--- config.mk ---
export PLATFORM = sky130hd
export DESIGN_NAME = mem_cmd_sequencer
export DESIGN_NICKNAME = d
export VERILOG_FILES = /design/src/rtl/mem_cmd_sequencer.sv
export SDC_FILE = /design/constraint.sdc
export NUM_CORES = 1
export LEC_CHECK = 0
export ABC_AREA = 1
export ABC_CLOCK_PERIOD_IN_PS = 3600
export BUFFER_PORTS_ARGS = -buffer_cell sky130_fd_sc_hd__buf_2
export CAP_MARGIN = 20
export CORE_MARGIN = 4
export CORE_UTILIZATION = 61
export CTS_CLUSTER_SIZE = 28
export DETAILED_ROUTE_END_ITERATION = 12
export PLACE_DENSITY = 0.84
export SYNTH_ARGS = -nofsm -noshare
export SYNTH_HDL_FRONTEND = slang
export SYNTH_SLANG_ARGS = --single-unit
--- constraint.sdc ---
create_clock -name sysClk -period 3.6 [get_ports sysClk]
set_input_delay 0.36 -clock sysClk [delete_from_list [all_inputs] [get_ports sysClk]]
set_output_delay 0.36 -clock sysClk [all_outputs]
set_load 0.1 [all_outputs]
--- src/rtl/mem_cmd_sequencer.sv ---
// Memory command sequencer: WRITE/READ/FILL/CHECKSUM over a req/ready port.
// Optional wait watchdog enabled by defining MEM_CMD_TIMEOUT_EN.
module mem_cmd_sequencer #(
    parameter int ADDR_W         = 18,
    parameter int TIMEOUT_CYCLES = 1024
) (
    input  logic              sysClk,
    input  logic              reset,
    input  logic [7:0]        instruction,
    input  logic [63:0]       data,
    input  logic              valid_buffer_for_mem,
    output logic [ADDR_W-1:0] mem_addr,
    output logic [31:0]       mem_wdata,
    output logic              mem_we,
    output logic              mem_re,
    input  logic              mem_ready,
    input  logic [31:0]       mem_rdata,
    input  logic              mem_rvalid,
    output logic              busy,
    output logic              result_valid,
    output logic [7:0]        result_opcode,
    output logic [31:0]       result_data,
    output logic              cmd_error,
    output logic [7:0]        drop_count
);

    localparam logic [7:0] OP_WRITE = 8'h07;
    localparam logic [7:0] OP_READ  = 8'h08;
    localparam logic [7:0] OP_FILL  = 8'h09;
    localparam logic [7:0] OP_CSUM  = 8'h0A;

    typedef enum logic [2:0] {
        S_IDLE,
        S_WR,
        S_RD_REQ,
        S_RD_WAIT,
        S_DONE
    } state_t;

    state_t      state_q, state_d;
    logic [7:0]  op_q;
    logic [16:0] rem_q;
    logic [16:0] done_q;
    logic [31:0] sum_q;

    logic        accept;
    logic        rd_beat;
    logic        tmo_hit;
    logic [15:0] cnt_in;
    logic        is_bulk;
    logic [31:0] res_data_d;
    logic        res_err_d;
    logic [7:0]  res_op_d;
    logic        unused_ok;

    assign accept  = mem_ready & (mem_we | mem_re);
    assign rd_beat = (state_q == S_RD_WAIT) & mem_rvalid;
    assign cnt_in  = data[31:16];
    assign is_bulk = (instruction == OP_FILL) | (instruction == OP_CSUM);
    assign busy    = (state_q != S_IDLE);

    assign unused_ok = ^{data[63:32+ADDR_W], TIMEOUT_CYCLES != 0};

`ifdef MEM_CMD_TIMEOUT_EN
    logic [31:0] tmo_q;
    logic        waiting;
    logic        progress;

    assign waiting  = (state_q == S_WR) | (state_q == S_RD_REQ) |
                      (state_q == S_RD_WAIT);
    assign progress = accept | mem_rvalid;
    assign tmo_hit  = waiting & ~progress &
                      (tmo_q == 32'(TIMEOUT_CYCLES - 1));

    always_ff @(posedge sysClk) begin
        if (reset || !waiting || progress || tmo_hit) begin
            tmo_q <= '0;
        end else begin
            tmo_q <= tmo_q + 32'd1;
        end
    end
`else
    assign tmo_hit = 1'b0;
`endif

    always_comb begin
        state_d    = state_q;
        res_data_d = '0;
        res_err_d  = 1'b0;
        res_op_d   = op_q;
        unique case (state_q)
            S_IDLE: begin
                res_op_d = instruction;
                if (valid_buffer_for_mem) begin
                    case (instruction)
                        OP_WRITE: state_d = S_WR;
                        OP_READ:  state_d = S_RD_REQ;
                        OP_FILL:  state_d = (cnt_in == '0) ? S_DONE : S_WR;
                        OP_CSUM:  state_d = (cnt_in == '0) ? S_DONE : S_RD_REQ;
                        default: begin
                            state_d   = S_DONE;
                            res_err_d = 1'b1;
                        end
                    endcase
                end
            end
            S_WR: begin
                if (tmo_hit) begin
                    state_d   = S_DONE;
                    res_err_d = 1'b1;
                    if (op_q == OP_FILL) res_data_d = {15'd0, done_q};
                end else if (accept && rem_q == 17'd1) begin
                    state_d    = S_DONE;
                    res_data_d = (op_q == OP_FILL) ?
                                 {15'd0, done_q + 17'd1} : 32'd1;
                end
            end
            S_RD_REQ: begin
                if (tmo_hit) begin
                    state_d    = S_DONE;
                    res_err_d  = 1'b1;
                    res_data_d = sum_q;
                end else if (accept) begin
                    state_d = S_RD_WAIT;
                end
            end
            S_RD_WAIT: begin
                if (tmo_hit) begin
                    state_d    = S_DONE;
                    res_err_d  = 1'b1;
                    res_data_d = sum_q;
                end else if (mem_rvalid) begin
                    res_data_d = sum_q + mem_rdata;
                    state_d    = (rem_q == 17'd1) ? S_DONE : S_RD_REQ;
                end
            end
            S_DONE:  state_d = S_IDLE;
            default: state_d = S_IDLE;
        endcase
    end

    always_ff @(posedge sysClk) begin
        if (reset) begin
            state_q       <= S_IDLE;
            op_q          <= '0;
            rem_q         <= '0;
            done_q        <= '0;
            sum_q         <= '0;
            mem_addr      <= '0;
            mem_wdata     <= '0;
            mem_we        <= 1'b0;
            mem_re        <= 1'b0;
            result_valid  <= 1'b0;
            result_opcode <= '0;
            result_data   <= '0;
            cmd_error     <= 1'b0;
            drop_count    <= '0;
        end else begin
            state_q      <= state_d;
            mem_we       <= (state_d == S_WR);
            mem_re       <= (state_d == S_RD_REQ);
            result_valid <= (state_d == S_DONE);
            if (state_d == S_DONE) begin
                result_data   <= res_data_d;
                cmd_error     <= res_err_d;
                result_opcode <= res_op_d;
            end
            if (valid_buffer_for_mem && busy && drop_count != 8'hFF) begin
                drop_count <= drop_count + 8'd1;
            end
            if (state_q == S_IDLE && valid_buffer_for_mem) begin
                op_q      <= instruction;
                mem_addr  <= data[32 +: ADDR_W];
                mem_wdata <= (instruction == OP_FILL) ?
                             {data[15:0], data[15:0]} : data[31:0];
                rem_q     <= is_bulk ? {1'b0, cnt_in} : 17'd1;
                done_q    <= '0;
                sum_q     <= '0;
            end
            // Address advances on each accepted request; counters track words.
            if (accept) begin
                mem_addr <= mem_addr + ADDR_W'(1);
            end
            if (accept && state_q == S_WR) begin
                rem_q  <= rem_q - 17'd1;
                done_q <= done_q + 17'd1;
            end
            if (rd_beat) begin
                sum_q  <= sum_q + mem_rdata;
                rem_q  <= rem_q - 17'd1;
                done_q <= done_q + 17'd1;
            end
        end
    end

endmodule

After elaboration in Yosys (flattened, before gate mapping)
Index checks and enable logic that the tools add are counted.
Word-level totals
  register bits after elaboration: 179
  bits in latches: 0
  RAM bits: 0
  ROM bits: 0
  bits of input ports: 109
  output and inout port bits: 103
  logic and storage cells: 77
  memories kept: 0
Cells by class
  add/subtract/negate cells: 5
  multiply operators: 0
  divide/modulo/power cells: 0
  order comparisons: 0
  equality and inequality tests: 13
  shift operators: 0
  multiplexer cells: 29
  bitwise gates (word level): 4
  reduce and logical (&&, ||, !) cells: 12
Operators by type and width (count)
  $mux 17: 8
  $mux 32: 4
  $pmux 32 s2: 1
  $mux 18: 2
  $add 32x32->32: 1
  $eq 8x4->1 const B: 4
  $pmux 3 s4: 2
  $mux 3: 7
  $add 18x1->18 const B: 1
  $add 17x1->17 const B: 1
  $eq 17x1->1 const B: 1
  $sub 17x1->17 const B: 1
  $logic_not 16->1: 1
  $mux 16: 1
  $eq 3x2->1 const B: 3
  $add 8x1->8 const B: 1
  $eq 8x3->1 const B: 1
  $mux 8: 1
  $ne 8x8->1 const B: 1
  $eq 3x1->1 const B: 2
  $reduce_bool 3->1: 2
  $logic_and 1x1->1: 5
  $reduce_bool 2->1: 2
  $reduce_or 4->1: 1
  5 further kinds: 9

Longest topological paths before layout
  depth in word-level cells: 6
  gate-level depth with buffers: 15
  gate-level depth less buffers: 15

Worst setup path after synthesis
OpenSTA, ideal clock, no wires.
  path kind: reg2reg
  start point: reg mem_addr[0]
  end point: reg mem_addr[12]
  library setup time: 133 ps
  data arrival time: 2351 ps
  required time: 3467 ps
  path slack: 1116 ps
  stages on the path, launching flop included: 8
  path buffers: 0
  period minus slack after synthesis: 2484 ps
  cells stage by stage: dfxtp_1 ha_1 nand2_1 nor3_1 nand4_1 xnor2_1 nand2_1 a31oi_1
Between the ends
  word-level cells in the longest chain between the ends: 2
Ends and longest elaborated chain
  start, declared: RTL line 12  | output logic [ADDR_W-1:0] mem_addr,
  start signal, assigned: RTL line 173  | mem_addr <= data[32 +: ADDR_W];
  start signal, assigned: RTL line 182  | mem_addr <= mem_addr + ADDR_W'(1);
  $add 18x1->18: RTL line 182
  $mux 18: RTL line 181  | if (accept) begin
Every way passes these cells.
A chain may end at the register's enable or synchronous reset.

Worst setup path in the final report
  start point: reg mem_re
  end point: reg result_opcode[0]
Between the ends
  word-level cells in the longest chain between the ends: 6
  elaborated cells between the ends (all ways): 7
  those cells by class: eq/ne: 1; mux: 3; bitwise: 2; reduce/logical: 1
Ends and longest elaborated chain
  start, declared: RTL line 15  | output logic mem_re,
  start signal, assigned: RTL line 161  | mem_re <= (state_d == S_RD_REQ);
  $or 1x1->1 (*): RTL line 56  | assign accept = mem_ready & (mem_we | mem_re);
  $and 1x1->1 (*): RTL line 56
  $logic_and 1x1->1: RTL line 112  | end else if (accept && rem_q == 17'd1) begin
  $mux 3: RTL line 112
  $pmux 3 s4 (*): RTL line 91  | unique case (state_q)
  $eq 3x3->1 (*): RTL line 163  | if (state_d == S_DONE) begin
  end signal, assigned: RTL line 166  | result_opcode <= res_op_d;
  end, declared: RTL line 21  | output logic [7:0] result_opcode,
Mark *: on every way between the ends. The rest lies on a longest branch, timed or not.

==> flow_summary.toml <==
[run]
maxCapViolations = 0

[grt]
grtUsageTotal_pct = 30.53
grt_max_degree = 82
overflow = 0
antenna_found_initial = 1
grt_pass1_vias = 10659
grt_pass1_wl_mm = 50.31

[synth]
synth-compound-area-share_pct = 15.62
synth-adder-area-share_pct = 4.363
synth_cells = 1714
syn_avg_cell_area_sq_um = 6.290
ys_ff_latch = 179
ys_types = 47
ys_seq_area_share_pct = 33.24
synth_top_family_by_area = "simple AND/OR/NAND/NOR gates"
ys_async_sr_fraction_pct = 0
synthMuxAreaShare_pct = 0
yosys_warnings = 0
ys.flop_type = "dfxtp_1"
synth-edff-count = 0
syn_nets = 1860
yosys.area_share.simple_pct = 32.95
netlist_area_sq_um = 10780
synth_xor_area_share_pct = 1.868

[critical_path]
cp-start-kind = "register"
cp_data_arrival_time_ns = 3.56
worstPathMaxFanout = 38
setup.worst_path.end_class = "register"
crit_family = "simple AND/OR/NAND/NOR gates"
reg2reg_slack_ns = 0.36
rr_worst_depth = 9
crit_cells = 9
crit_required_ns = 3.92
slowest_delay_ns = 0.69
cpMaxStageDelayCell = "a21oi_4"
crit_type = "reg -> reg"
cp_cell_sequence = "o21ai_0, buf_4, nor2_2, nor2_4, nor2_4, a21oi_4, nand2_2, o21ai_0, nor2_1"
cp.buffers_inverters = 1

[sta]
fin_worst_skew_ns = 0.01138
finalWorstSetupSlack_ns = 0.3628
final-setup-viol-count = 0
fin_setup_tns_ns = 0
finalHoldViolations = 0
tightest_slew_ns = 0.9178
fin_crit_sh_pct = 89.92
final_max_slew_viol_count = 0
min_period_ns = 3.237
fmax_mhz = 308.9
slew_headroom_pct = 38.75
rsz0062_at_grt = "no"

[clock_tree]
htree_levels = 4
tritoncts = "done"
cts_buffer_depth = 2
cts-resized-gates = 0
cts_hold_buffers = 0
clkTransAtPathRegs_ns = 0.07
post_cts_buffers = 0
clkSinkCount = 179
cts_buffers = 17
clk_latency_ns = 0.44
clock_tree.root_cell = "clkbuf_16"

[final_layout]
fillers = 1532
drive_gt1_share_pct = 14.05
num_antenna_cells = 0
area_growth_pct = 15.88
fin_cells = 2118
num-nets-final = 2026
post-route-util_pct = 72.23

[floorplan]
rows = 48
die_h_um = 140.9
initial_core_util_pct = 62.33
io_pins = 212
die_area_sq_um = 19870
core_area_sq_um = 17300
die_w_um = 140.9

[detailed_routing]
drc_errors = 0
dr_total_vias = 11474
drt-wirelength-per-cell_um = 14.49
viasPerCell = 5.417
dr.pass1.iters = 6
ant_nets = 0
routed_wl_mm = 30.70
initialDrtViolationCount = 974

[placed_design]
dp.cells = 2085
gp_congestion = 0.9537
io_buffers = 197
place_ws_ns = 0.3135
dp_hpwl_mm = 22.88

[power_and_ir_drop]
power.switching_w = 0.001722
pwr-share-comb_pct = 19.9
vdd_drop_max_mv = 0.3562
p_leak_nw = 6.321
clkPwrFrac_pct = 38.7
swShare_pct = 33.67
sequentialPowerShare_pct = 41.4
p_int_w = 0.003393
powerDensity_nw_per_um2 = 409.5

[min_path]
hold_depth = 3
worstHoldPathType = "in -> reg"

[run_status]
status = "finished clean"
==> final cells by class <==
cell class | instances | area [sq um] | share of cell area [%]
clock inverter | 13 | 172.7 | 1.382
sequential | 179 | 3583 | 28.68
clock buffer | 19 | 442.9 | 3.545
tap | 225 | 281.5 | 2.253
timing repair buffer | 206 | 1076 | 8.613
multi-input combinational | 1202 | 5908 | 47.29
inverter | 274 | 1028 | 8.232
==> stage by stage <==
step	hold WS (ns)	area (sq um)	power [W]
floorplan	0.4438	10780	0.002954
global placement	0.4522	11850	0.003156
detailed placement	0.4535	11850	0.003166
CTS	0.1553	12470	0.005119
global route	0.1580	12490	0.005297
finish	0.1628	12490	0.005116
==> routing by layer <==
layer / track usage [%] / vias up / part of all wire (%)
met5: 0 / - / 0.039
met3: 7.327 / 74 / 8.2
met1: 38.31 / 5110 / 42
li1: - / 5831 / -
met4: 11.01 / 2 / 3.1
met2: 51.26 / 457 / 47
==> kinds of logic after synthesis <==
family	Yosys count
xor+xnor	23
flops	179
compound gates	298
simple gates	844
fa+ha+maj	37
buf+inv	333
==> flip-flops by register name, indices dropped and copies added, names as in the netlist, 3 cells and up <==
signal,count
done_q,17
drop_count,8
mem_addr,18
mem_wdata,32
op_q,8
rem_q,17
result_data,32
result_opcode,8
state_q,3
sum_q,32
==> worst min-delay path, cell delays in order <==
cell and delay [ns]:
buf_2 0.09, nor2_1 0.04, nor2_1 0.08
==> placed cells by master (no fill, tap or decap), types with 4 or more instances in the layout <==
cell,count
nand2_1,481
clkbuf_16,17
nand3_1,127
xnor2_1,5
o21ai_0,79
a22oi_1,4
and2_1,4
a21oi_1,141
a31oi_1,12
inv_2,4
dfxtp_1,179
inv_6,4
nor2_2,4
a211oi_1,6
nor2_1,154
o211ai_1,37
buf_4,9
nand4_1,26
nand3b_1,4
ha_1,36
nor3_1,16
or2_2,11
inv_1,269
xor2_1,18
buf_2,196
==> power by group through the flow <==
stage               Sequential (W)  Clock (W)  Combinational [W]
floorplan                  0.00262          0           0.000339
global placement           0.00216          0           0.000999
detailed placement         0.00216          0            0.00101
CTS                        0.00211    0.00199            0.00101
global route               0.00212    0.00208            0.00109
finish                     0.00212    0.00198            0.00102
==> synth_stat cells, types with 16 or more instances <==
master	count	area, sq um
nor3_1	16	80.08
clkbuf_1	37	138.9
nand3_1	127	635.6
a21oi_1	141	705.7
nand4_1	26	162.7
o211ai_1	37	277.8
nand2_1	481	1805
ha_1	36	450.4
o21ai_0	79	395.4
nor2_1	154	578.1
xor2_1	18	157.7
inv_1	269	1010
dfxtp_1	179	3583
==> worst paths after layout <==
kind,start,end
min reg2reg,drop_count[4],drop_count[4]
max reg2reg,mem_re,result_opcode[0]
min,data[14],mem_wdata[14]
max,mem_re,result_opcode[0]
No activity file was read; power rests on OpenSTA's default activity.
